==> config.mk <==
export PLATFORM = sky130hd
export DESIGN_NAME = branch_predictor_1bit
export DESIGN_NICKNAME = d
export VERILOG_FILES = /design/src/rtl/branch_predictor_1bit.sv
export SDC_FILE = /design/constraint.sdc
export NUM_CORES = 1
export LEC_CHECK = 0
export ABC_AREA = 1
export CORE_MARGIN = 1.5
export CORE_UTILIZATION = 46
export CTS_CLUSTER_DIAMETER = 30
export DETAILED_ROUTE_END_ITERATION = 16
export GPL_ROUTABILITY_DRIVEN = 0
export SYNTH_ARGS = -nofsm -noshare
export SYNTH_HDL_FRONTEND = slang
export SYNTH_SLANG_ARGS = --single-unit
==> constraint.sdc <==
create_clock -name CLOCK -period 3.5 [get_ports CLOCK]
set_input_delay 0.7 -clock CLOCK [delete_from_list [all_inputs] [get_ports CLOCK]]
set_output_delay 0.7 -clock CLOCK [all_outputs]
set_load 0.005 [all_outputs]
==> src/rtl/branch_predictor_1bit.sv <==
// 1-bit direct-mapped branch predictor with target buffer.
// Predicts combinationally at fetch, trains and flags mispredicts from EX.
module branch_predictor_1bit #(
  parameter int INDEX_BITS = 4
) (
  input  logic        CLOCK,
  input  logic        RESET,
  input  logic [31:0] IF_PC,
  output logic        PRED_TAKEN,
  output logic [31:0] PRED_TARGET,
  input  logic        EX_VALID,
  input  logic [31:0] EX_PC,
  input  logic        EX_PRED_TAKEN,
  input  logic [31:0] EX_PRED_TARGET,
  input  logic        EX_TAKEN,
  input  logic [31:0] EX_TARGET,
  output logic        MISS,
  output logic        FLUSH,
  output logic [31:0] CORRECT_PC
);
  localparam int ENTRIES = 1 << INDEX_BITS;
  localparam int TAG_W   = 32 - INDEX_BITS - 2;

  logic [ENTRIES-1:0]             valid_q, valid_d;
  logic [ENTRIES-1:0]             hist_q, hist_d;
  logic [ENTRIES-1:0][TAG_W-1:0]  tag_q, tag_d;
  logic [ENTRIES-1:0][31:0]       target_q, target_d;
  logic                           miss_q, miss_d;
  logic [31:0]                    correct_pc_q, correct_pc_d;

  logic [INDEX_BITS-1:0] if_idx, ex_idx;
  logic [TAG_W-1:0]      if_tag, ex_tag;
  logic                  if_hit, mispredict;

  assign if_idx = IF_PC[INDEX_BITS+1:2];
  assign if_tag = IF_PC[31:INDEX_BITS+2];
  assign ex_idx = EX_PC[INDEX_BITS+1:2];
  assign ex_tag = EX_PC[31:INDEX_BITS+2];

  // Prediction reads the registered table only, so a same-cycle update is not visible.
  always_comb begin
    if_hit      = valid_q[if_idx] && (tag_q[if_idx] == if_tag);
    PRED_TAKEN  = if_hit && hist_q[if_idx];
    PRED_TARGET = PRED_TAKEN ? target_q[if_idx] : IF_PC + 32'd4;
  end

  always_comb begin
    mispredict = EX_VALID &&
                 ((EX_PRED_TAKEN != EX_TAKEN) ||
                  (EX_PRED_TAKEN && EX_TAKEN && (EX_PRED_TARGET != EX_TARGET)));
    miss_d       = mispredict;
    correct_pc_d = correct_pc_q;
    if (mispredict) correct_pc_d = EX_TAKEN ? EX_TARGET : EX_PC + 32'd4;
  end

  // Every resolved branch claims its slot; a tag mismatch simply replaces it.
  always_comb begin
    valid_d  = valid_q;
    hist_d   = hist_q;
    tag_d    = tag_q;
    target_d = target_q;
    if (EX_VALID) begin
      valid_d[ex_idx] = 1'b1;
      hist_d[ex_idx]  = EX_TAKEN;
      tag_d[ex_idx]   = ex_tag;
      if (EX_TAKEN) target_d[ex_idx] = EX_TARGET;
    end
  end

  always_ff @(posedge CLOCK or posedge RESET) begin
    if (RESET) begin
      valid_q      <= '0;
      hist_q       <= '0;
      miss_q       <= 1'b0;
      correct_pc_q <= '0;
    end else begin
      valid_q      <= valid_d;
      hist_q       <= hist_d;
      miss_q       <= miss_d;
      correct_pc_q <= correct_pc_d;
    end
  end

  // Tag/target are don't-care while the valid bit is clear, so they carry no reset.
  always_ff @(posedge CLOCK) begin
    tag_q    <= tag_d;
    target_q <= target_d;
  end

  assign MISS       = miss_q;
  assign FLUSH      = miss_q;
  assign CORRECT_PC = correct_pc_q;
endmodule

==> results_dict.tcl <==
set metrics [dict create \
    peakVddDrop_mv 0.4973 \
    syn2layout_area_growth_pct 32.65 \
    dp_hpwl_um 92470 \
    rsz0062_at_grt "yes" \
    leakage_nw 22.03 \
    path_buf_inv 11 \
    setup_slack_ns -0.4819 \
    multi_input_area_mm2 0.01223 \
    root_buffer "clkbuf_16" \
    min_period_ns 3.982 \
    drc 0 \
    post_dp_cell_area_mm2 0.04926 \
    final_common_cell "edfxtp_1" \
    die_area_mm2 0.09524 \
    outcome "finished with violations" \
    ff_latch_area_mm2 0.02949 \
    max_stage_delay_ns 0.20 \
    worstSetupStartpointType "input pin" \
    crit_required_ns 2.80 \
    r2r_start "CORRECT_PC[30]" \
    cp-end-kind "output pin" \
    drtIter0Drc 4817 \
    design_area_mm2 0.05699 \
    die_height_um 308.6 \
    cts.sinks 993 \
    ys_warn_count 0 \
    fin_worst_skew_ns 0 \
    firstDrtPassIters 5 \
    ant_nets 0 \
    met2WireLength_um 65350 \
    arrival_ns 3.28 \
    crit_family "buffers and inverters" \
    cap_viol_max_count 0 \
    vias_per_cell 5.625 \
    clock.fmax_mhz 251.1 \
    hold_viol 0 \
    clk_pin_slew_ns 0.06 \
    crit_type "input pin to output pin" \
    postSynthCellCount 3977 \
    path_common_cell "nand2_1" \
    ff2ff_path_depth 2 \
    timing.final.crit_share_pct 113.8 \
    grt_pass1_vias 32220 \
    io_buffers 199 \
    cts_tree "yes" \
    ios 200 \
    finalSetupViolCount 33 \
    holdWs_ns 0.3177 \
    avgSynthCellArea_um2 10.80 \
    ys_ff_latch 993 \
    tightestPinTransition_ns 0.9160 \
    r2r_slack_ns 2.70 \
    synth_nets 4116 \
    track_usage_pct 31.60 \
    cts_made_buffers 177 \
    grt_max_degree 192 \
    relSlewSlack_pct 38.93 \
    die_w_um 308.6 \
    slew_violations 0 \
    wl_met3_um 17960 \
    cp_slowest_cell "nor2_4" \
    hp-class "input pin to async pin" \
    netlist-cell-type-count 35 \
    wl_met1_um 61270 \
    vias 33520 \
    wl_per_cell_um 25.09 \
    yosysSeqAreaShare_pct 68.65 \
    wirelength_um 149500 \
    num_antenna_cells 0 \
    timing.rr.end "CORRECT_PC[30]" \
    mostFrequentLayoutCells "edfxtp_1 (928), nand2_1 (898), nor2_1 (439), o21ai_0 (313), buf_4 (299)" \
    antenna_found_initial 13 \
    rows 111 \
    violations "negative setup slack" \
    crit_start "IF_PC[2]" \
    grt_overflow 0 \
    htreeDepth 4 \
    clk_latency_ns 0.77 \
    cp_max_fo 5 \
    nNetsFinal 4705 \
    drive_gt1_share_pct 21.22 \
    n_fill_cell 7206 \
    top_layer_used "met4" \
    cp_cell_sequence "buf_16, buf_16, buf_12, clkinv_8, buf_4, nand2_1, nand3_2, nand2_4, nand2_1, nand2_1, inv_2, nand2_1, nand2_1, nand2_2, nand2_1, nor2_2, nand3_4, nor2_4, buf_6, buf_12, buf_16, buf_6, o21ai_4, buf_2" \
    grt_first_pass_wirelength_um 215900 \
    start_util_pct 46.66 \
    power.density_mw_per_mm2 583.3 \
    cts_buffer_depth 3 \
    syn_area_mm2 0.04296 \
    core_area_mm2 0.09208 \
]
-- worst register-to-register path: cells and delay by family, from the launching register on --
| family | cells | cell delay, ns |
|---|---|---|
| and+or+nand+nor | 1 | 0.11 |
| DFF | 1 | 0.49 |
| AOI/OAI and AO/OA | 1 | 0.08 |
-- metal layers --
metal | global-route usage [%] | up-vias
met2 | 46.54 | 1997
li1 | - | 14950
met1 | 45.48 | 16290
met5 | 0 | -
met4 | 11.25 | 0
met3 | 7.975 | 294
-- cells by family (layout without fill, tap and decap cells) --
| kind of cell | count (synthesis) | in the layout | share of synthesized area (%) |
|---|---|---|---|
| compound gates | 541 | 541 | 7.094 |
| xor+xnor | 73 | 73 | 1.488 |
| fa+ha+maj | 6 | 6 | 0.1747 |
| buf+inv | 511 | 1251 | 5.067 |
| flops | 993 | 993 | 68.65 |
| simple gates | 1853 | 1853 | 17.53 |
-- registers in the layout, summed over array words and instances (netlist names) --
name	flops
CORRECT_PC	32
tag_q	416
target_q	512
valid_q	16
FLUSH	1
hist_q	16
-- power breakdown --
part	switching, mW	internal, mW
combinational	1.86	1.14
sequential	0.137	13.3
clock	6.16	10.6
total	8.15	25.1
-- synthesized netlist by cell type --
cell / n / area share [%]
buf_1: 11 / 0.096
inv_2: 17 / 0.15
nor2_4: 1 / 0.026
nand2_1: 976 / 8.5
o21ai_0: 319 / 3.7
nor2_2: 2 / 0.029
nor3_1: 41 / 0.48
buf_4: 21 / 0.37
xor2_1: 49 / 1.0
o211ai_1: 15 / 0.26
dfrtp_1: 65 / 3.8
and3_1: 3 / 0.044
nor4_1: 5 / 0.073
nor3_2: 1 / 0.023
xnor2_1: 24 / 0.49
or2_2: 21 / 0.31
nand3b_1: 3 / 0.052
nand3_2: 2 / 0.047
nand4_1: 14 / 0.20
o221ai_1: 50 / 1.0
clkinv_1: 3 / 0.026
o22ai_1: 79 / 1.2
inv_1: 278 / 2.4
edfxtp_1: 928 / 65
nor2_1: 487 / 4.3
or3_1: 1 / 0.015
ha_1: 6 / 0.17
nand3_1: 296 / 3.4
clkbuf_1: 128 / 1.1
buf_2: 34 / 0.40
buf_6: 18 / 0.47
a31oi_1: 13 / 0.19
a21oi_1: 25 / 0.29
inv_4: 1 / 0.015
o21ai_1: 40 / 0.47
-- worst max-delay path by stage --
stage	depth (start not counted)	to	slack, ns
final	24	PRED_TARGET[6]	-0.48
after global routing	24	PRED_TARGET[6]	-0.57
after CTS	25	PRED_TARGET[31]	-0.50
after detailed placement	14	PRED_TARGET[28]	-1.11
after global placement	14	PRED_TARGET[28]	-1.14
after floorplan	13	PRED_TARGET[19]	0.35
-- area by class of cell --
| type | instances | share of cell area (%) |
|---|---|---|
| timing repair inverter | 4 | 0.1076 |
| tap | 1243 | 2.729 |
| timing repair buffer | 618 | 11.48 |
| sequential | 993 | 51.75 |
| multi-input combinational | 2473 | 21.45 |
| inverter | 299 | 2.057 |
| clock inverter | 140 | 2.509 |
| clock buffer | 190 | 7.913 |
-- what timing repair did --
action / 4_1_cts / 5_1_grt
gates cloned: 22 / 2
hold buffers: 0 / 0
setup endpoints to repair: 33 / 33
pin swaps: 52 / 35
hold endpoints to repair: 0 / 0
buffers inserted: 36 / 6
gates resized for setup: 247 / 130
-- per-stage QoR --
| step | TNS (ns) | utilization (%) | cells | worst slack [ns] | power [mW] |
|---|---|---|---|---|---|
| after global placement | -30.82 | 53.50 | 5570 | -1.137 | 16.37 |
| final | -13.05 | 61.89 | 5960 | -0.4819 | 33.24 |
| after floorplan | 0 | - | 3977 | 0.3550 | 14.81 |
| after CTS | -14.25 | 61.65 | 5955 | -0.5013 | 33.24 |
| after detailed placement | -32.56 | 53.50 | 5570 | -1.110 | 16.38 |
| after global routing | -16.72 | 61.89 | 5960 | -0.5722 | 34.13 |
Power figures use the tool's default switching activity.
